File: config.mk
export PLATFORM = sky130hd
export DESIGN_NAME = serial_word_tx_flat
export DESIGN_NICKNAME = d
export VERILOG_FILES = /design/src/rtl/serial_word_tx_if.sv /design/src/rtl/serial_word_tx.sv /design/src/flat_wrapper.sv
export SDC_FILE = /design/constraint.sdc
export NUM_CORES = 1
export LEC_CHECK = 0
export ABC_AREA = 1
export BUFFER_PORTS_ARGS = -buffer_cell sky130_fd_sc_hd__buf_2
export CAP_MARGIN = 25
export CELL_PAD_IN_SITES_DETAIL_PLACEMENT = 0
export CELL_PAD_IN_SITES_GLOBAL_PLACEMENT = 2
export CORE_MARGIN = 10
export CORE_UTILIZATION = 34
export CTS_BUF_LIST = sky130_fd_sc_hd__clkbuf_4 sky130_fd_sc_hd__clkbuf_8
export CTS_CLUSTER_DIAMETER = 80
export DETAILED_ROUTE_END_ITERATION = 10
export HOLD_SLACK_MARGIN = 0.06
export PLACE_DENSITY = 0.8
export SETUP_SLACK_MARGIN = 0.3
export SKIP_CTS_REPAIR_TIMING = 1
export SLEW_MARGIN = 20
export SYNTH_ARGS = -nofsm -noshare
export SYNTH_HDL_FRONTEND = slang
export SYNTH_SLANG_ARGS = --single-unit
File: constraint.sdc
create_clock -name clk -period 1.6 [get_ports clk]
set_input_delay 0.08 -clock clk [delete_from_list [all_inputs] [get_ports clk]]
set_output_delay 0.08 -clock clk [all_outputs]
set_load 0.005 [all_outputs]
File: src/rtl/serial_word_tx_if.sv
// rtl/serial_word_tx_if.sv - parallel word handshake and serial output bundle for serial_word_tx
interface serial_word_tx_if #(
   parameter int WIDTH = 8
);
   logic             in_valid;
   logic [WIDTH-1:0] data_in;
   logic             ready;
   logic             conv_reset;
   logic             ser_out;
   logic             ser_valid;
   logic             done;

   modport slave (
      input  in_valid,
      input  data_in,
      output ready,
      output conv_reset,
      output ser_out,
      output ser_valid,
      output done
   );

   modport master (
      output in_valid,
      output data_in,
      input  ready,
      input  conv_reset,
      input  ser_out,
      input  ser_valid,
      input  done
   );
endinterface

File: src/rtl/serial_word_tx.sv
// rtl/serial_word_tx.sv - parallel word to LSB-first serial stream framed by converter clear and done
module serial_word_tx #(
   parameter int WIDTH = 8
) (
   input  logic           clk,
   input  logic           reset,
   serial_word_tx_if.slave bus
);
   localparam int CW = $clog2(WIDTH);
   localparam logic [CW-1:0] LAST = CW'(WIDTH - 1);

   typedef enum logic [1:0] {
      IDLE  = 2'd0,
      CLEAR = 2'd1,
      SHIFT = 2'd2,
      DONE  = 2'd3
   } state_t;

   state_t           state;
   state_t           next_state;
   logic [WIDTH-1:0] shift_reg;
   logic [CW-1:0]    bit_cnt;

   always_ff @(posedge clk or posedge reset) begin
      if (reset) begin
         state <= IDLE;
      end else begin
         state <= next_state;
      end
   end

   always_comb begin
      next_state = state;
      case (state)
         IDLE:    if (bus.in_valid) next_state = CLEAR;
         CLEAR:   next_state = SHIFT;
         SHIFT:   if (bit_cnt == LAST) next_state = DONE;
         DONE:    next_state = IDLE;
         default: next_state = IDLE;
      endcase
   end

   always_ff @(posedge clk or posedge reset) begin
      if (reset) begin
         shift_reg <= '0;
         bit_cnt   <= '0;
      end else if (state == IDLE && bus.in_valid) begin
         shift_reg <= bus.data_in;
         bit_cnt   <= '0;
      end else if (state == SHIFT) begin
         shift_reg <= {1'b0, shift_reg[WIDTH-1:1]};
         bit_cnt   <= bit_cnt + 1'b1;
      end
   end

   // conv_reset also follows the raw reset so the downstream converter clears with us
   assign bus.conv_reset = reset | (state == CLEAR);
   assign bus.ready      = (state == IDLE);
   assign bus.ser_valid  = (state == SHIFT);
   assign bus.ser_out    = (state == SHIFT) & shift_reg[0];
   assign bus.done       = (state == DONE);
endmodule

File: src/flat_wrapper.sv
// flat-port wrapper written by rule: the top's interface ports become plain ports
module serial_word_tx_flat 
#(
   parameter int WIDTH = 8
)
  (clk, reset, bus_in_valid, bus_data_in, bus_ready, bus_conv_reset, bus_ser_out, bus_ser_valid, bus_done);
  serial_word_tx_if #(.WIDTH(WIDTH)) bus_i ();
  input  logic clk;
  input  logic reset;
  input wire logic [$bits(bus_i.in_valid)-1:0] bus_in_valid;
  input wire logic [$bits(bus_i.data_in)-1:0] bus_data_in;
  output wire logic [$bits(bus_i.ready)-1:0] bus_ready;
  output wire logic [$bits(bus_i.conv_reset)-1:0] bus_conv_reset;
  output wire logic [$bits(bus_i.ser_out)-1:0] bus_ser_out;
  output wire logic [$bits(bus_i.ser_valid)-1:0] bus_ser_valid;
  output wire logic [$bits(bus_i.done)-1:0] bus_done;
  assign bus_i.in_valid = bus_in_valid;
  assign bus_i.data_in = bus_data_in;
  assign bus_ready = bus_i.ready;
  assign bus_conv_reset = bus_i.conv_reset;
  assign bus_ser_out = bus_i.ser_out;
  assign bus_ser_valid = bus_i.ser_valid;
  assign bus_done = bus_i.done;
  serial_word_tx #(.WIDTH(WIDTH)) u_core (.clk(clk), .reset(reset), .bus(bus_i));
endmodule
=== Word-level counts from Yosys, hierarchy flattened ===
Cells that the tools add are included.

* Flip-flop bits (word level): 13
* Input bits: 11
* Output and inout port bits: 5
* Word-level logic and storage cells: 23

* Add/subtract/negate cells: 1
* Equality and inequality tests: 6
* Muxes and demuxes: 7
* Bitwise operators: 2
* Reductions and logical operators: 4

{| class="wikitable"
|+ Operator list
! operator !! number
|-
| 8-bit 2-to-1 mux || 2
|-
| 2-bit one-hot mux with 4 select lines || 1
|-
| 3-bit 2-to-1 mux || 2
|-
| 2-bit equality test (second input constant) || 2
|-
| 2-bit 2-to-1 mux || 2
|-
| 3-bit by 1-bit adder with 3-bit output (second input constant) || 1
|-
| 3-bit equality test (second input constant) || 1
|-
| 2-bit by 1-bit equality test with 1-bit output (second input constant) || 1
|-
| 2-bit zero test || 1
|-
| 2-bit by 1-bit inequality test with 1-bit output (second input constant) || 1
|-
| 2-bit inequality test (second input constant) || 1
|-
| 2-bit AND reduction || 1
|-
| 2-bit nonzero test || 1
|-
| 1-bit AND || 1
|-
| 1-bit logical AND || 1
|-
| 1-bit bitwise OR || 1
|}

=== Depth between registers and ports, before layout ===
Gate-level depths: netlist of run 1.

* Depth after elaboration: 3
* Mapped depth: 7
* Gate-level depth less buffers: 7

=== Worst setup path before layout of run 1 ===
OpenSTA, ideal clock, no wires.

* Path kind: register to register
* Start point: register u_core.state[0]
* End point: register u_core.shift_reg[0]
* Library setup time: 0.122 ns
* Arrival time: 1.078 ns
* Required time: 1.478 ns
* Path slack: 0.400 ns
* Cell stages (with the launch flop): 7
* Buffers on the path: 1
* Clock period less this slack: 1.200 ns
* Cell sequence: dfrtp_1 inv_1 ha_1 nand2_4 buf_6 nand3_2 nand3_2

* Word-level cells in the longest chain between the ends: 3
* Elaborated cells between the ends (all ways): 5
* Classes of those cells: eq/ne: 1; mux: 1; reduce/logical: 3

{| class="wikitable"
|+ Ends and longest elaborated chain
! element !! RTL line !! source
|-
| start, declared || serial_word_tx.sv:19 || <nowiki>state_t state;</nowiki>
|-
| start signal, assigned || serial_word_tx.sv:28 || <nowiki>state <= next_state;</nowiki>
|-
| 2-bit zero test * || - ||
|-
| net bus_ready || flat_wrapper.sv:12 || <nowiki>output wire logic [$bits(bus_i.ready)-1:0] bus_ready;</nowiki>
|-
| 1-bit logical AND * || serial_word_tx.sv:47 || <nowiki>end else if (state == IDLE && bus.in_valid) begin</nowiki>
|-
| 8-bit 2-to-1 mux / 2-bit nonzero test (equally long branches) || - ||
|-
| end signal, assigned || serial_word_tx.sv:48 || <nowiki>shift_reg <= bus.data_in;</nowiki>
|-
| end signal, assigned || serial_word_tx.sv:51 || <nowiki>shift_reg <= {1'b0, shift_reg[WIDTH-1:1]};</nowiki>
|-
| end, declared || serial_word_tx.sv:21 || <nowiki>logic [WIDTH-1:0] shift_reg;</nowiki>
|}

The timed path passes the listed nets; every way through them passes the cells marked *.
A chain may end at the register's enable or synchronous reset.

=== Final worst setup path of run 1 ===
* Start point: register u_core.state[1]
* End point: output bus_conv_reset

* Word-level cells in the longest chain between the ends: 2

{| class="wikitable"
|+ Ends and longest elaborated chain
! element !! RTL line !! source
|-
| 2-bit by 1-bit equality test with 1-bit output || serial_word_tx.sv:57 || <nowiki>assign bus.conv_reset = reset | (state == CLEAR);</nowiki>
|-
| 1-bit bitwise OR || serial_word_tx.sv:57 ||
|-
| end, declared || flat_wrapper.sv:13 || <nowiki>output wire logic [$bits(bus_i.conv_reset)-1:0] bus_conv_reset;</nowiki>
|}

Every way passes these cells.

==> flow_metrics.env, run 1 <==
export IMPL_status="finished, final reports clean"
export IMPL_ys_types=13
export IMPL_core_um2=2210
export IMPL_dieArea_um2=4660
export IMPL_num_nets_final=133
export IMPL_p_per_area_nw_per_um2=1720
export IMPL_grtUsageMet1=0.0898
export IMPL_vias=654
export IMPL_fmax_mhz=747
export IMPL_cts_tree="yes"
export IMPL_synthTopCellsByArea="dfrtp_1 41%, nand3_2 19%, ha_1 9.5%"
export IMPL_hold_viol=0
export IMPL_start_util=0.359
export IMPL_post_route_period_util=0.837
export IMPL_yosysSeqAreaShare=0.410
export IMPL_antenna_found_initial=0
export IMPL_crit_fanout=4
export IMPL_routed_via_density=4.57
export IMPL_die_h_um=68.3
export IMPL_syn_to_final_growth_pct=37.9
export IMPL_grt_pass1_wl_mm=2.59
export IMPL_setup_tns_ns=0
export IMPL_crit_arrival_ns=1.26
export IMPL_clkLatencyLatePin_ns=0.28
export IMPL_drv_cap=0
export IMPL_cts_root_buf="clkbuf_4"
export IMPL_avgRoutedWirePerCell_um=12.2
export IMPL_endpoint_kind="output pin"
export IMPL_drt_pass1_iter_count=4
export IMPL_yosysWarnings=0
export IMPL_r2r_cells=6
export IMPL_setup_viol=0
export IMPL_crit_slowest_cell="dfrtp_2"
export IMPL_grt_remaining_overflow=0
export IMPL_ant_nets=0
export IMPL_clk_pin_slew_ns=0.09
export IMPL_synth_cells=83
export IMPL_cp_depth=4
export IMPL_drtIter0Drc=24
export IMPL_synth_nets=100
export IMPL_syn_avg_cell_area_um2=9.56
export IMPL_slew_viol_final=0
export IMPL_hpwl_mm=1.16
export IMPL_die_x_um=68.3
export IMPL_cts_made_buffers=3
export IMPL_crit_chain="inv_2, ha_4, or2_4, buf_6"
export IMPL_tightest_slew_ns=0.528
export IMPL_num_antenna_cells=0
export IMPL_synth_top_cell_area_share=0.410
export IMPL_required_ns=1.52
export IMPL_finalClockSkew_ns=0.00897
export IMPL_ys_ff_latch=13
export IMPL_relSlewSlack=0.647
export IMPL_vdd_drop_max_mv=0.903
export IMPL_gp_congestion=0.676
export IMPL_wl_mm=1.74
export IMPL_grt_max_degree=19
export IMPL_globalRoute_busiestLayer="met2"
export IMPL_min_path_type="input pin to register"
export IMPL_yosysTopAreaCell="dfrtp_1"
export IMPL_portBuffers=15
export IMPL_remaining_drc_errors=0
export IMPL_crit_family="flip-flops"
export IMPL_critPathLaunchType="register"
export IMPL_grt_usage=0.0707
export IMPL_htree_levels=1
export IMPL_use_met3=0.0212
export IMPL_cts_sinks=13
export IMPL_grt_use_met2=0.108
export IMPL_layout_drive_gt1_share=0.478
export IMPL_post_place_ws_ns=0.207
export IMPL_placementRows=17
export IMPL_cp_num_buf_inv=2
export IMPL_fin_ws_ns=0.261
export IMPL_largest_reg_flops=8
export IMPL_grt_pass1_vias=600
export IMPL_ios=16
export IMPL_syn_cell_area_um2=793
export IMPL_fin_crit_ns=1.34
export IMPL_clk_path_buf_depth=2
export IMPL_p_leak_nw=0.581
export IMPL_hold_path_depth=5
export IMPL_rsz0062_at_grt="true"
export IMPL_worstSetupPathType="register to output pin"
export IMPL_max_stage_delay_ns=0.42
[layer usage]
layer	wire length (µm)	up-vias
met5	0	-
met4	9	0
met3	92	2
met2	864	8
met1	775	308
li1	-	336
[power by group]
part	internal (W)	switching (W)	total, W
sequential	0.000492	0.000129	0.000621
combinational	0.000481	0.000555	0.00104
clock	0.000113	0.000112	0.000225
[cells in the final DEF (no fill, tap or decap)]
master / count
buf_2: 14
buf_4: 5
buf_6: 2
clkbuf_4: 4
dfrtp_1: 11
dfrtp_2: 2
dlygate4sd3_1: 9
ha_1: 3
ha_2: 1
ha_4: 2
inv_1: 5
inv_2: 3
inv_4: 1
nand2_1: 17
nand2_2: 1
nand2_4: 2
nand3_1: 9
nand3_2: 15
nor2_1: 5
o21ai_2: 2
or2_4: 1
xnor2_1: 1
[synth_stat cells (all sizes together)]
cell type / number
o21ai: 2
ha: 6
buf: 3
dfrtp: 13
nor2: 5
or2: 1
nand2: 19
nand3: 24
inv: 9
xnor2: 1
[cell type report]
cell class,count,area (µm²)
repair buffers,30,220
fillers,220,1120
inverters,9,36.3
clock buffers,4,30.0
flip-flops and latches,13,328
multi-input cells,59,444
well taps,28,35.0
[final timing paths]
path | endpoint | from | slack [ns]
max | bus_conv_reset | u_core.state[1] | 0.26
min | u_core.state[1] | bus_in_valid | 0.24
max reg2reg | u_core.bit_cnt[1] | u_core.state[1] | 0.31
min reg2reg | u_core.shift_reg[7] | u_core.shift_reg[7] | 0.52
max in group asynchronous | u_core.state[1] | reset | 0.83
min in group asynchronous | u_core.state[0] | reset | 0.39
[worst reg2reg max path: stages, from the launching register on]
cell     delay [ns]
dfrtp_2        0.45
inv_2          0.10
ha_2           0.27
nand2_4        0.12
buf_4          0.15
o21ai_2        0.04
nor2_1         0.04
[logic make-up after synthesis]
logic type | Yosys count | synth area share
xor gates and xnor gates | 1 | 0.0110
adders and majority gates | 6 | 0.0946
AOI/OAI and AO/OA | 2 | 0.0221
DFF | 13 | 0.410
buffers and inverters | 12 | 0.0852
and+or+nand+nor | 49 | 0.377
[per-stage QoR]
stage | cells | power (W) | area (µm²) | utilization | hold WS [ns]
6_report | 143 | 0.00188 | 1090 | 0.494 | 0.239
5_1_grt | 143 | 0.00206 | 1090 | 0.494 | 0.277
4_1_cts | 129 | 0.00171 | 915 | 0.413 | -0.152
3_5_place_dp | 125 | 0.00147 | 885 | 0.400 | 0.148
3_3_place_gp | 125 | 0.00146 | 885 | 0.400 | 0.167
2_1_floorplan | 83 | 0.00130 | 793 | - | -0.0430
(Power assumes the default switching activity.)
==> run 2: changes to the inputs <==
--- a/config.mk
+++ b/config.mk
@@ -11,12 +11,12 @@
 export CELL_PAD_IN_SITES_DETAIL_PLACEMENT = 0
 export CELL_PAD_IN_SITES_GLOBAL_PLACEMENT = 2
 export CORE_MARGIN = 10
-export CORE_UTILIZATION = 34
+export CORE_UTILIZATION = 31
 export CTS_BUF_LIST = sky130_fd_sc_hd__clkbuf_4 sky130_fd_sc_hd__clkbuf_8
 export CTS_CLUSTER_DIAMETER = 80
 export DETAILED_ROUTE_END_ITERATION = 10
 export HOLD_SLACK_MARGIN = 0.06
-export PLACE_DENSITY = 0.8
+export PLACE_DENSITY = 0.77
 export SETUP_SLACK_MARGIN = 0.3
 export SKIP_CTS_REPAIR_TIMING = 1
 export SLEW_MARGIN = 20
==> constraint.sdc (replaced) <==
create_clock -name clk -period 1.2 [get_ports clk]
set_input_delay 0.06 -clock clk [delete_from_list [all_inputs] [get_ports clk]]
set_output_delay 0.06 -clock clk [all_outputs]
set_load 0.005 [all_outputs]
==> flow_metrics.env, run 2 (synthesis gave the netlist of run 1 again) <==
export IMPL_finalClockSkew_ns=0.00181
export IMPL_num_antenna_cells=0
export IMPL_die_h_um=70.6
export IMPL_stdcell_count=154
export IMPL_comb_power_share=0.639
export IMPL_cts_root_buf="clkbuf_4"
export IMPL_cp_common_cell="buf_6"
export IMPL_num_nets_final=142
export IMPL_critPathLaunchType="register"
export IMPL_dp_cells=135
export IMPL_fillers=224
export IMPL_cts_tree="yes"
export IMPL_use_met3=0.0209
export IMPL_slew_viol_final=0
export IMPL_vdd_drop_max_mv=1.34
export IMPL_crit_slowest_cell="dfrtp_1"
export IMPL_grt_usage=0.0742
export IMPL_vias=680
export IMPL_grt_remaining_overflow=0
export IMPL_syn_to_final_growth_pct=62.3
export IMPL_gp_congestion=0.724
export IMPL_required_ns=1.14
export IMPL_max_stage_delay_ns=0.42
export IMPL_multi_input_area_um2=503
export IMPL_rsz0062_at_grt="true"
export IMPL_grtUsageMet1=0.0879
export IMPL_status="finished, violations left"
export IMPL_power_switching_w=0.00124
export IMPL_fin_crit_ns=1.33
export IMPL_drv_cap=0
export IMPL_power_frac_seq=0.265
export IMPL_place_area_um2=1020
export IMPL_fin_area_um2=1290
export IMPL_setup_viol=16
export IMPL_wl_mm=1.91
export IMPL_hold_viol=0
export IMPL_cts_sinks=13
export IMPL_p_clk_frac=0.096
export IMPL_relSlewSlack=0.648
export IMPL_largest_reg_flops=8
export IMPL_endpoint_kind="output pin"
export IMPL_p_leak_nw=0.652
export IMPL_placementRows=18
export IMPL_timing_hold_ws_ns=0.149
export IMPL_fmax_mhz=750
export IMPL_routed_via_density=4.42
export IMPL_clkLatencyLatePin_ns=0.28
export IMPL_dieArea_um2=4980
export IMPL_violations="negative setup slack"
export IMPL_post_route_period_util=1.11
export IMPL_avgRoutedWirePerCell_um=12.4
export IMPL_ios=16
export IMPL_p_sw_frac=0.401
export IMPL_p_int_w=0.00186
export IMPL_final_common_cell="nand3_2"
export IMPL_portBuffers=15
export IMPL_grt_pass1_vias=673
export IMPL_clk_pin_slew_ns=0.08
export IMPL_grt_pass1_wl_mm=3.06
export IMPL_remaining_drc_errors=0
export IMPL_start_util=0.323
export IMPL_utilization=0.524
export IMPL_cts_made_buffers=3
export IMPL_antenna_found_initial=0
export IMPL_crit_chain="buf_6, ha_4, buf_6, nand2_2, inv_1, buf_2"
export IMPL_post_place_ws_ns=0.0433
export IMPL_grt_use_met2=0.125
export IMPL_clk_path_buf_depth=2
export IMPL_fin_ws_ns=-0.133
export IMPL_tightest_slew_ns=0.527
export IMPL_drtIter0Drc=13
export IMPL_hpwl_mm=1.37
export IMPL_drt_pass1_iter_count=3
export IMPL_globalRoute_busiestLayer="met2"
export IMPL_min_path_type="input pin to register"
export IMPL_register_area_um2=325
export IMPL_layout_drive_gt1_share=0.605
export IMPL_p_per_area_nw_per_um2=2410
export IMPL_worstSetupPathType="register to output pin"
export IMPL_die_x_um=70.6
export IMPL_htree_levels=1
export IMPL_grt_max_degree=14
export IMPL_ant_nets=0
export IMPL_core_um2=2450
export IMPL_crit_fanout=3
export IMPL_crit_arrival_ns=1.27
export IMPL_final_cell_mix="22 x nand3_2, 15 x nand2_1, 13 x buf_2, 13 x dfrtp_1"
==> run 2: changes by cell type in the layout (fill, tap and decap cells not counted), moves of 2 or more <==
cell / change
buf_4: +4
ha_1: -3
dfrtp_2: -2
nand3_2: +7
buf_6: +4
dfrtp_1: +2
nand3_1: -7
nand2_1: -2
buf_12: +3
ha_2: +2
==> run 2: path summary, 6_finish.rpt <==
kind,startpoint,endpoint,cells after the start,slack [ns]
worst max register to register,u_core.state[1],u_core.bit_cnt[0],6,-0.08
min in group asynchronous,reset,u_core.shift_reg[2],3,0.37
worst max-delay path,u_core.state[1],bus_ser_out,6,-0.13
worst min-delay path,bus_in_valid,u_core.shift_reg[0],4,0.15
max in group asynchronous,reset,u_core.bit_cnt[1],3,0.48
worst min register to register,u_core.shift_reg[0],u_core.shift_reg[0],2,0.54
==> run 2: layer usage <==
metal / part of all wire / up-vias
met1: 0.45 / 319
met2: 0.52 / 7
met3: 0.021 / 4
li1: - / 350
met5: 0 / -
met4: 0.0089 / 0
==> run 2: worst max-delay path: cells and delay by family (launching register included) <==
family        cells  cell delay, ns
flops             1            0.42
buf+inv           4            0.39
simple gates      1            0.04
fa+ha+maj         1            0.15
==> run 2: power by group through the flow <==
stage / logic [W] / registers [W] / clock network (W)
2_1_floorplan: 0.00104 / 0.000794 / 0
3_3_place_gp: 0.00156 / 0.000799 / 0
3_5_place_dp: 0.00159 / 0.000806 / 0
4_1_cts: 0.00159 / 0.000800 / 0.000308
5_1_grt: 0.00220 / 0.000843 / 0.000323
6_report: 0.00198 / 0.000820 / 0.000298
==> run 2: cell type report <==
class,count,share of cell area
clock buffer,4,0.0233
inverter,9,0.0321
multi-input combinational,58,0.391
sequential,13,0.253
tap,30,0.0292
timing repair buffer,40,0.272
==> run 2: per-stage QoR <==
step                total power (W)  TNS (ns)
detailed placement          0.00239         0
floorplan                   0.00184         0
global route                0.00337     -1.63
global placement            0.00236         0
CTS                         0.00270    -0.451
finish                      0.00310    -0.871
==> run 3: changes to the inputs <==
--- a/config.mk
+++ b/config.mk
@@ -10,7 +10,6 @@
 export CAP_MARGIN = 25
 export CELL_PAD_IN_SITES_DETAIL_PLACEMENT = 0
 export CELL_PAD_IN_SITES_GLOBAL_PLACEMENT = 2
-export CORE_MARGIN = 10
 export CORE_UTILIZATION = 31
 export CTS_BUF_LIST = sky130_fd_sc_hd__clkbuf_4 sky130_fd_sc_hd__clkbuf_8
 export CTS_CLUSTER_DIAMETER = 80
==> flow_metrics.env, run 3 (synthesis gave the netlist of run 1 again) <==
export IMPL_register_area_um2=325
export IMPL_fillers=201
export IMPL_antenna_found_initial=0
export IMPL_clk_path_buf_depth=2
export IMPL_cts_made_buffers=3
export IMPL_wl_mm=1.83
export IMPL_hold_viol=0
export IMPL_fin_ws_ns=-0.152
export IMPL_fin_area_um2=1330
export IMPL_syn_to_final_growth_pct=68.0
export IMPL_hp_start="bus_in_valid"
export IMPL_grt_max_degree=14
export IMPL_rsz0062_at_grt="true"
export IMPL_reg2reg_slack_ns=-0.07
export IMPL_required_ns=1.14
export IMPL_die_h_um=52.6
export IMPL_violations="negative setup slack"
export IMPL_relSlewSlack=0.663
export IMPL_grt_usage=0.125
export IMPL_dieArea_um2=2770
export IMPL_num_antenna_cells=0
export IMPL_critPathLaunchType="register"
export IMPL_r2r_end="u_core.shift_reg[2]"
export IMPL_drtIter0Drc=8
export IMPL_final_cell_mix="22 x nand3_2, 14 x nand2_1, 13 x dfrtp_1, 11 x buf_2, 11 x buf_6"
export IMPL_largest_reg_flops=8
export IMPL_die_x_um=52.6
export IMPL_grt_pass1_wl_mm=2.42
export IMPL_portBuffers=15
export IMPL_finalClockSkew_ns=0.00521
export IMPL_remaining_drc_errors=0
export IMPL_r2r_cells=7
export IMPL_p_leak_nw=0.668
export IMPL_routed_via_density=4.38
export IMPL_clk_pin_slew_ns=0.08
export IMPL_start_util=0.342
export IMPL_gp_congestion=0.717
export IMPL_holdPathEnd="u_core.bit_cnt[0]"
export IMPL_grt_pass1_vias=561
export IMPL_endpoint_kind="output pin"
export IMPL_setup_viol=13
export IMPL_slew_viol_final=0
export IMPL_multi_input_area_um2=534
export IMPL_final_common_cell="nand3_2"
export IMPL_ios=16
export IMPL_hpwl_mm=1.13
export IMPL_grt_remaining_overflow=0
export IMPL_cts_root_buf="clkbuf_4"
export IMPL_crit_arrival_ns=1.29
export IMPL_drt_pass1_iter_count=3
export IMPL_layout_drive_gt1_share=0.637
export IMPL_p_per_area_nw_per_um2=2470
export IMPL_crit_fanout=3
export IMPL_drv_cap=0
export IMPL_num_nets_final=142
export IMPL_timing_rr_start="u_core.state[0]"
export IMPL_avgRoutedWirePerCell_um=12.0
export IMPL_post_route_period_util=1.13
export IMPL_ant_nets=0
export IMPL_clkLatencyLatePin_ns=0.27
export IMPL_setup_tns_ns=-0.801
export IMPL_status="finished, violations left"
export IMPL_cts_tree="yes"
export IMPL_hold_path_depth=4
export IMPL_vdd_drop_max_mv=1.46
export IMPL_core_um2=2320
export IMPL_tightest_slew_ns=0.505
export IMPL_cts_sinks=13
export IMPL_fin_crit_ns=1.35
export IMPL_placementRows=17
export IMPL_min_path_type="input pin to register"
export IMPL_worstSetupPathType="register to output pin"
export IMPL_htree_levels=1
export IMPL_fmax_mhz=740
export IMPL_place_area_um2=980
export IMPL_vias=666
## run 3: changes by cell type in the layout (fill, tap and decap cells not counted), moves of 2 or more
| cell | delta |
|---|---|
| inv_1 | -3 |
| buf_6 | +5 |
| inv_2 | +3 |
| buf_4 | -3 |
| buf_2 | -2 |
## run 3: where the power goes
group | switching [W] | internal [W] | leakage [nW]
logic | 0.000996 | 0.00116 | 0.487
registers | 0.000190 | 0.000649 | 0.163
clock network | 0.000142 | 0.000151 | 0.0184
total | 0.00133 | 0.00196 | 0.668
## run 3: metal layers
metal  vias to the layer above  global-route usage  part of all wire
met4                         0              0.0658            0.0088
met1                       310               0.165              0.44
li1                        349                   -                 -
met3                         2              0.0261             0.018
met2                         5               0.190              0.53
met5                         -                   0                 0
## run 3: per-stage QoR
| step | utilization | worst slack (ns) | cells | power, W | hold WS, ns |
|---|---|---|---|---|---|
| after floorplan | - | 0.0830 | 83 | 0.00184 | -0.0630 |
| after global routing | 0.575 | -0.195 | 152 | 0.00355 | 0.221 |
| final | 0.575 | -0.152 | 152 | 0.00329 | 0.201 |
| after CTS | 0.436 | -0.233 | 134 | 0.00253 | -0.161 |
| after detailed placement | 0.423 | 0.0282 | 130 | 0.00223 | 0.135 |
| after global placement | 0.423 | 0.0241 | 130 | 0.00221 | 0.143 |
## run 3: worst max-delay path, cell delays in order, from the launching register on
cell     delay [ns]
dfrtp_1        0.41
buf_6          0.14
ha_4           0.14
or2_4          0.22
buf_6          0.11
## run 3: how the worst max path moves through the flow
stage	start	endpoint	slack (ns)	cells past startpoint
6_report	u_core.state[0]	bus_conv_reset	-0.15	4
5_1_grt	u_core.state[0]	bus_conv_reset	-0.19	4
4_1_cts	u_core.state[0]	bus_conv_reset	-0.23	4
3_5_place_dp	u_core.state[1]	u_core.shift_reg[2]	0.03	6
3_3_place_gp	u_core.state[1]	u_core.state[0]	0.02	5
2_1_floorplan	u_core.state[1]	u_core.shift_reg[0]	0.08	6
## run 3: layout make-up
type,count,area share
Clock buffer,4,0.0225
Inverter,9,0.0291
Multi-Input combinational cell,58,0.401
Sequential cell,13,0.244
Tap cell,28,0.0263
Timing Repair Buffer,40,0.277
